==> src/rtl/ws2812_pkg.sv <==
// Shared types and constants for the WS2812 frame scanner: pixel layout,
// default line timing and the scanner FSM encoding.
package ws2812_pkg;

    localparam int PIXEL_W = 24;

    // GRB order on the wire: green byte goes out first.
    localparam int G_LSB = 16;
    localparam int R_LSB = 8;
    localparam int B_LSB = 0;

    localparam int DEF_LED_NUM    = 64;
    localparam int DEF_RD_LATENCY = 2;
    localparam int DEF_T0H        = 18;
    localparam int DEF_T1H        = 35;
    localparam int DEF_TBIT       = 63;
    localparam int DEF_TRST       = 14000;

    typedef enum logic [1:0] {
        ST_IDLE     = 2'd0,
        ST_PREFETCH = 2'd1,
        ST_SEND     = 2'd2,
        ST_LATCH    = 2'd3
    } scan_state_e;

    // Bits needed to hold 0..max_val, never less than one.
    function automatic int cnt_width(input int max_val);
        return (max_val < 1) ? 1 : $clog2(max_val + 1);
    endfunction

endpackage

==> src/rtl/ws2812_bit_tx.sv <==
// Single WS2812 bit-period generator: a load starts one TBIT-long period whose
// high time depends on the bit value captured with the load.
module ws2812_bit_tx
    import ws2812_pkg::*;
#(
    parameter int T0H  = DEF_T0H,
    parameter int T1H  = DEF_T1H,
    parameter int TBIT = DEF_TBIT
) (
    input  logic clk_in,
    input  logic rst_in,
    input  logic load_in,
    input  logic bit_in,
    output logic dout_out,
    output logic bit_end_out
);

    localparam int              PH_W    = cnt_width(TBIT - 1);
    localparam logic [PH_W-1:0] PH_LAST = PH_W'(TBIT - 1);

    logic [PH_W-1:0] phase_q, phase_d;
    logic            bit_q, bit_d;
    logic            active_q, active_d;
    logic            dout_q, dout_d;
    logic            bit_end;

    function automatic logic high_at(input logic [PH_W-1:0] ph, input logic b);
        return int'(ph) < (b ? T1H : T0H);
    endfunction

    assign bit_end = active_q && (phase_q == PH_LAST);

    // A load in the last phase of a period starts the next one seamlessly.
    always_comb begin
        phase_d  = phase_q;
        bit_d    = bit_q;
        active_d = active_q;
        dout_d   = dout_q;
        if (load_in) begin
            phase_d  = '0;
            bit_d    = bit_in;
            active_d = 1'b1;
            dout_d   = high_at('0, bit_in);
        end else if (bit_end) begin
            phase_d  = '0;
            active_d = 1'b0;
            dout_d   = 1'b0;
        end else if (active_q) begin
            phase_d = phase_q + 1'b1;
            dout_d  = high_at(phase_d, bit_q);
        end
    end

    always_ff @(posedge clk_in) begin
        if (rst_in) begin
            phase_q  <= '0;
            bit_q    <= 1'b0;
            active_q <= 1'b0;
            dout_q   <= 1'b0;
        end else begin
            phase_q  <= phase_d;
            bit_q    <= bit_d;
            active_q <= active_d;
            dout_q   <= dout_d;
        end
    end

    assign dout_out    = dout_q;
    assign bit_end_out = bit_end;

endmodule

==> src/rtl/ws2812_frame_scan.sv <==
// Frame scanner: walks LED indices, prefetches each GRB pixel from the
// framebuffer and streams it out through ws2812_bit_tx, then holds the latch.
module ws2812_frame_scan
    import ws2812_pkg::*;
#(
    parameter int LED_NUM    = DEF_LED_NUM,
    parameter int RD_LATENCY = DEF_RD_LATENCY,
    parameter int T0H        = DEF_T0H,
    parameter int T1H        = DEF_T1H,
    parameter int TBIT       = DEF_TBIT,
    parameter int TRST       = DEF_TRST,
    localparam int IDX_W     = cnt_width(LED_NUM - 1)
) (
    input  logic               clk_in,
    input  logic               rst_in,
    input  logic               start_in,
    output logic [IDX_W-1:0]   idx_out,
    input  logic [PIXEL_W-1:0] pixel_in,
    output logic               dout_out,
    output logic               busy_out,
    output logic               done_out
);

    localparam int               LAT_W    = cnt_width(RD_LATENCY);
    localparam int               LCH_W    = cnt_width(TRST);
    localparam logic [LAT_W-1:0] LAT_LAST = LAT_W'(RD_LATENCY);
    localparam logic [LCH_W-1:0] LCH_LAST = LCH_W'(TRST - 1);
    localparam logic [IDX_W-1:0] PIX_LAST = IDX_W'(LED_NUM - 1);
    localparam logic [4:0]       BIT_LAST = 5'(PIXEL_W - 1);

    if (!(T0H < T1H && T1H < TBIT)) begin : g_bad_timing
        $error("ws2812_frame_scan: need T0H < T1H < TBIT");
    end
    if (RD_LATENCY < 0 || RD_LATENCY >= PIXEL_W * TBIT) begin : g_bad_latency
        $error("ws2812_frame_scan: need 0 <= RD_LATENCY < 24*TBIT");
    end
    if (LED_NUM < 1 || TRST < 1) begin : g_bad_size
        $error("ws2812_frame_scan: need LED_NUM >= 1 and TRST >= 1");
    end

    scan_state_e        state_q, state_d;
    logic [LAT_W-1:0]   pre_cnt_q, pre_cnt_d;
    logic [LAT_W-1:0]   fetch_cnt_q, fetch_cnt_d;
    logic               fetch_busy_q, fetch_busy_d;
    logic [4:0]         bit_cnt_q, bit_cnt_d;
    logic [IDX_W-1:0]   pix_cnt_q, pix_cnt_d;
    logic [IDX_W-1:0]   idx_q, idx_d;
    logic [LCH_W-1:0]   latch_cnt_q, latch_cnt_d;
    logic [PIXEL_W-1:0] shift_q, shift_d;
    logic [PIXEL_W-1:0] hold_q, hold_d;
    logic               busy_q, busy_d;
    logic               done_q, done_d;

    logic               tx_load, tx_bit, bit_end;
    logic               prefetch_done, pixel_end, last_pixel, latch_done, capture_now;
    logic [PIXEL_W-1:0] next_pixel;

    assign prefetch_done = (state_q == ST_PREFETCH) && (pre_cnt_q == LAT_LAST);
    assign pixel_end     = (state_q == ST_SEND) && bit_end && (bit_cnt_q == BIT_LAST);
    assign last_pixel    = (pix_cnt_q == PIX_LAST);
    assign latch_done    = (state_q == ST_LATCH) && (latch_cnt_q == LCH_LAST);
    assign capture_now   = fetch_busy_q && (fetch_cnt_q == LAT_LAST);
    // A capture landing on the very pixel boundary bypasses the hold register.
    assign next_pixel    = capture_now ? pixel_in : hold_q;

    always_ff @(posedge clk_in) begin
        if (rst_in) begin
            state_q <= ST_IDLE;
        end else begin
            state_q <= state_d;
        end
    end

    always_comb begin
        state_d = state_q;
        case (state_q)
            ST_IDLE:     if (start_in)                 state_d = ST_PREFETCH;
            ST_PREFETCH: if (prefetch_done)            state_d = ST_SEND;
            ST_SEND:     if (pixel_end && last_pixel)  state_d = ST_LATCH;
            ST_LATCH:    if (latch_done)               state_d = ST_IDLE;
            default:                                   state_d = ST_IDLE;
        endcase
    end

    always_comb begin
        pre_cnt_d    = pre_cnt_q;
        fetch_cnt_d  = fetch_cnt_q;
        fetch_busy_d = fetch_busy_q;
        bit_cnt_d    = bit_cnt_q;
        pix_cnt_d    = pix_cnt_q;
        idx_d        = idx_q;
        latch_cnt_d  = latch_cnt_q;
        shift_d      = shift_q;
        hold_d       = hold_q;
        tx_load      = 1'b0;
        tx_bit       = 1'b0;
        busy_d       = (state_d != ST_IDLE);
        done_d       = latch_done;

        if (fetch_busy_q) begin
            if (capture_now) begin
                hold_d       = pixel_in;
                fetch_busy_d = 1'b0;
            end else begin
                fetch_cnt_d = fetch_cnt_q + 1'b1;
            end
        end

        case (state_q)
            ST_IDLE: begin
                pre_cnt_d = '0;
                idx_d     = '0;
            end
            ST_PREFETCH: begin
                pre_cnt_d = pre_cnt_q + 1'b1;
                if (prefetch_done) begin
                    pre_cnt_d = '0;
                    shift_d   = pixel_in;
                    tx_load   = 1'b1;
                    tx_bit    = pixel_in[PIXEL_W-1];
                    bit_cnt_d = '0;
                    pix_cnt_d = '0;
                    if (LED_NUM > 1) begin
                        idx_d        = IDX_W'(1);
                        fetch_busy_d = 1'b1;
                        fetch_cnt_d  = '0;
                    end
                end
            end
            ST_SEND: begin
                if (bit_end) begin
                    if (bit_cnt_q != BIT_LAST) begin
                        bit_cnt_d = bit_cnt_q + 5'd1;
                        shift_d   = {shift_q[PIXEL_W-2:0], 1'b0};
                        tx_load   = 1'b1;
                        tx_bit    = shift_q[PIXEL_W-2];
                    end else if (last_pixel) begin
                        idx_d       = '0;
                        bit_cnt_d   = '0;
                        pix_cnt_d   = '0;
                        latch_cnt_d = '0;
                    end else begin
                        pix_cnt_d = pix_cnt_q + 1'b1;
                        bit_cnt_d = '0;
                        shift_d   = next_pixel;
                        tx_load   = 1'b1;
                        tx_bit    = next_pixel[PIXEL_W-1];
                        // Fetch one pixel ahead of the one now starting.
                        if (int'(pix_cnt_q) + 2 < LED_NUM) begin
                            idx_d        = pix_cnt_q + IDX_W'(2);
                            fetch_busy_d = 1'b1;
                            fetch_cnt_d  = '0;
                        end
                    end
                end
            end
            ST_LATCH: begin
                latch_cnt_d = latch_done ? '0 : latch_cnt_q + 1'b1;
            end
            default: begin
                idx_d = '0;
            end
        endcase
    end

    always_ff @(posedge clk_in) begin
        if (rst_in) begin
            pre_cnt_q    <= '0;
            fetch_cnt_q  <= '0;
            fetch_busy_q <= 1'b0;
            bit_cnt_q    <= '0;
            pix_cnt_q    <= '0;
            idx_q        <= '0;
            latch_cnt_q  <= '0;
            shift_q      <= '0;
            hold_q       <= '0;
            busy_q       <= 1'b0;
            done_q       <= 1'b0;
        end else begin
            pre_cnt_q    <= pre_cnt_d;
            fetch_cnt_q  <= fetch_cnt_d;
            fetch_busy_q <= fetch_busy_d;
            bit_cnt_q    <= bit_cnt_d;
            pix_cnt_q    <= pix_cnt_d;
            idx_q        <= idx_d;
            latch_cnt_q  <= latch_cnt_d;
            shift_q      <= shift_d;
            hold_q       <= hold_d;
            busy_q       <= busy_d;
            done_q       <= done_d;
        end
    end

    ws2812_bit_tx #(
        .T0H  (T0H),
        .T1H  (T1H),
        .TBIT (TBIT)
    ) u_bit_tx (
        .clk_in      (clk_in),
        .rst_in      (rst_in),
        .load_in     (tx_load),
        .bit_in      (tx_bit),
        .dout_out    (dout_out),
        .bit_end_out (bit_end)
    );

    assign idx_out  = idx_q;
    assign busy_out = busy_q;
    assign done_out = done_q;

endmodule

==> config.mk <==
export PLATFORM = sky130hd
export DESIGN_NAME = ws2812_frame_scan
export DESIGN_NICKNAME = d
export VERILOG_FILES = /design/src/rtl/ws2812_pkg.sv /design/src/rtl/ws2812_bit_tx.sv /design/src/rtl/ws2812_frame_scan.sv
export SDC_FILE = /design/constraint.sdc
export NUM_CORES = 1
export LEC_CHECK = 0
export ABC_AREA = 1
export CAP_MARGIN = 10
export CORE_UTILIZATION = 40
export DETAILED_ROUTE_END_ITERATION = 7
export GPL_ROUTABILITY_DRIVEN = 0
export PLACE_DENSITY = 0.57
export SYNTH_ARGS = -nofsm -noshare
export SYNTH_HDL_FRONTEND = slang
export SYNTH_SLANG_ARGS = --single-unit
==> constraint.sdc <==
create_clock -name clk_in -period 2.3 [get_ports clk_in]
set_input_delay 0.46 -clock clk_in [delete_from_list [all_inputs] [get_ports clk_in]]
set_output_delay 0.46 -clock clk_in [all_outputs]
set_load 0.1 [all_outputs]
==> run_results.csv <==
group,metric,value,unit
floorplan,rows,40,
placed_design,dp_cells,885,
clock_tree,htreeDepth,3,
clock_tree,post_cts_buffers,0,
cells_and_area,n_antenna_cell,0,
worst_setup_path,r2r_cells,9,
clock_tree,clk_latency,0.35,ns
yosys,synth_area,4930,sq um
cells_and_area,layout_common_cells,"nand2_1, dfxtp_1, inv_1",
floorplan,die_area,12770,sq um
flow_run,maxCapViolations,0,
clock_tree,cts.clk_slew.worst_paths,0.07,ns
yosys,synth_nets,760,
timing,period_needed,2.005,ns
clock_tree,cts_hold_buffers,0,
yosys,syn_inst,719,
worst_setup_path,cp.required,2.58,ns
clock_tree,cts_tree,"done",
yosys,yosys_warnings,0,
timing,fin_setup_tns,0,ns
grt,grt_pass1_vias,4273,
detailed_routing,dr.pass1.iters,5,
yosys,synth_top_cell_by_area,"dfxtp_1",
yosys,synth_area_leaders,"dfxtp_1, nand2_1, a21oi_1",
pwr,power_leakage,2.425,nW
yosys,syn_area_per_cell,6.856,sq um
detailed_routing,post_drt_wl_per_cell,13.14,microns
yosys,ys.flop_type,"dfxtp_1",
timing,hold_viol,0,
yosys,yosysSeqAreaShare,38.98,%
worst_hold_path,holdPathEnd,"idx_out[5]$_SDFFE_PP0P_",
yosys,ys_ff_latch,96,
clock_tree,cts_root_buffer,"clkbuf_16",
grt,grt_start_max_net_pins,47,
yosys,synth_edf_count,0,
grt,grtUsageTotal,19.84,%
cells_and_area,final_cells,901,
floorplan,start_util,41.04,%
clock_tree,cts_inserted_buffers,9,
run_status,outcome,"finished, final reports clean",
yosys,synth_cell_type_count,42,
worst_setup_path,rrSetupSlack,0.29,ns
cells_and_area,fin_nets,790,
timing,final_max_slew_viol_count,0,
grt,grt-ovfl-total,0,
floorplan,die_h,113.0,microns
pwr,p_per_area,619.7,nW/um^2
grt,grt_pass1_wl,20110,microns
timing,fin_skew,0.007840,ns
grt,antenna_found_initial,0,
timing,slew_headroom,71.05,%
timing,rsz0062_at_grt,"no",
floorplan,die_w,113.0,microns
yosys,async_flop_share,0,%
worst_setup_path,crit_arrival,2.29,ns
worst_setup_path,critical_path.endpoint_type,"flop",
placed_design,hpwl,8402,microns
floorplan,ios,36,
worst_setup_path,cp_max_fo,46,
yosys,yosysTopAreaCellShare,38.98,%
worst_hold_path,hold_start,"idx_out[5]$_SDFFE_PP0P_",
timing,fmax,498.7,MHz
clock_tree,clock_path_buffers,2,
detailed_routing,ant_nets,0,
placed_design,io_buffers,35,
worst_hold_path,hold_depth,2,
pwr,ir_worst_vdd,0.5007,mV
detailed_routing,wirelength,11840,microns
worst_setup_path,crit-reg2reg-capture,"shift_q[3]$_SDFFE_PP0P_",
timing,finalSetupViolCount,0,
worst_setup_path,startpoint_type,"flop",
clock_tree,cts.sinks,96,
cells_and_area,drive_above_1_share,8.753,%
detailed_routing,drtIter0Drc,291,
timing,tightestPinTransition,0.4338,ns
timing,finalCritPeriodShare,87.19,%
floorplan,core,12010,sq um
detailed_routing,drc,0,
worst_hold_path,min-delay-path-class,"reg2reg",
worst_setup_path,rr_startpoint,"state_q[0]$_SDFF_PP0_",
detailed_routing,viasPerCell,5.119,
cells_and_area,final_common_cell,"nand2_1",
detailed_routing,num_vias,4612,
cells_and_area,area_delta_synth_final,15.53,%
pwr,finalPower,0.003530,W
worst_setup_path,crit_type,"reg2reg",
[state kept, by name, indices dropped and copies added (netlist names)]
name and cells:
fetch_cnt_q 2, bit_cnt_q 5, u_bit_tx.phase_q 6, fetch_busy_q 1, u_bit_tx.bit_q 1, done_out 1
idx_out 6, u_bit_tx.active_q 1, busy_out 1, pix_cnt_q 6, hold_q 24, state_q 2
latch_cnt_q 14, shift_q 23, pre_cnt_q 2, u_bit_tx.dout_out 1
[area by class of cell]
class / count / area [sq um]
Inverter: 82 / 307.8
Clock inverter: 6 / 42.54
Sequential cell: 96 / 1923
Multi-Input combinational cell: 513 / 2556
Timing Repair Buffer: 47 / 442.9
Clock buffer: 10 / 239.0
Tap cell: 147 / 183.9
Fill cell: 1238 / 6316
[worst max path at each step]
stage	from	endpoint	slack, ns	cells after the start
final	state_q[0]$_SDFF_PP0_	shift_q[3]$_SDFFE_PP0P_	0.29	9
after global routing	state_q[0]$_SDFF_PP0_	pix_cnt_q[5]$_SDFFE_PP0P_	0.05	9
after CTS	state_q[1]$_SDFF_PP0_	shift_q[3]$_SDFFE_PP0P_	0.27	9
after detailed placement	state_q[1]$_SDFF_PP0_	shift_q[4]$_SDFFE_PP0P_	0.28	9
after global placement	state_q[1]$_SDFF_PP0_	u_bit_tx.phase_q[5]$_SDFFE_PP0P_	0.39	9
after floorplan	state_q[1]$_SDFF_PP0_	shift_q[18]$_SDFFE_PP0P_	0.52	8
[report_power, final]
part           total, W  switching [W]  internal [W]  leakage, nW
sequential      0.00176      0.0000385       0.00172        0.779
clock           0.00142       0.000660      0.000764        0.135
combinational  0.000343       0.000209      0.000133         1.51
total           0.00353       0.000908       0.00262         2.43
[per-stage QoR]
| stage | area (sq um) | util, % | setup WS (ns) | hold WS, ns |
|---|---|---|---|---|
| 4_1_cts | 5694 | 47.41 | 0.2724 | 0.4658 |
| 2_1_floorplan | 4930 | - | 0.5179 | 0.4421 |
| 3_5_place_dp | 5413 | 45.06 | 0.2784 | 0.4546 |
| 5_1_grt | 5695 | 47.42 | 0.05106 | 0.4965 |
| 6_report | 5695 | 47.42 | 0.2946 | 0.4591 |
| 3_3_place_gp | 5413 | 45.06 | 0.3935 | 0.4385 |
[critical path, cell delays in order (launching register included)]
cell and delay (ns):
dfxtp_1 0.39, inv_1 0.11, ha_1 0.33, inv_1 0.15, a21oi_2 0.24, nand2_4 0.12
a21oi_4 0.14, buf_12 0.22, o21ai_0 0.10, a21oi_1 0.12
[cell usage after synthesis (2+ instances only)]
library cell	instances
dfxtp_1	96
buf_2	10
ha_1	14
nor2_4	2
clkbuf_1	13
nor3_1	11
or2_2	4
a31oi_1	2
nor2_2	3
o21ai_0	46
a211oi_1	2
xor2_1	6
nand4_1	7
o21ai_1	20
a21oi_2	3
nor4_1	2
buf_6	3
inv_1	80
nor2_1	70
nor3b_1	2
a21oi_1	77
nand2_1	177
o31ai_1	2
nand2_4	5
inv_2	2
nand3_1	40
nand2_2	4
xnor2_1	2
[cell families (layout without fill, tap and decap cells)]
family          Yosys count  in the layout  synth area share [%]
simple gates            333            333                 29.77
compound gates          157            157                 16.90
buf+inv                 110            145                 9.163
flops                    96             96                 38.98
fa+ha+maj                14             14                 3.553
xor+xnor                  8              8                 1.421
mux                       1              1                0.2031
[layer usage]
metal | part of all wire (%) | wire length [microns] | global-route usage [%] | vias up
li1 | - | - | - | 2386
met1 | 49 | 5775 | 25.43 | 2135
met2 | 46 | 5392 | 32.35 | 78
met3 | 3.9 | 463 | 5.142 | 13
met4 | 1.7 | 207 | 6.842 | 0
met5 | 0 | 0 | 0 | -
[repair_timing]
action	in CTS	in global routing
endpoints found under the hold margin	0	0
gates resized for setup	0	1
endpoints found under the setup margin	0	1
(Power assumes the default switching activity.)
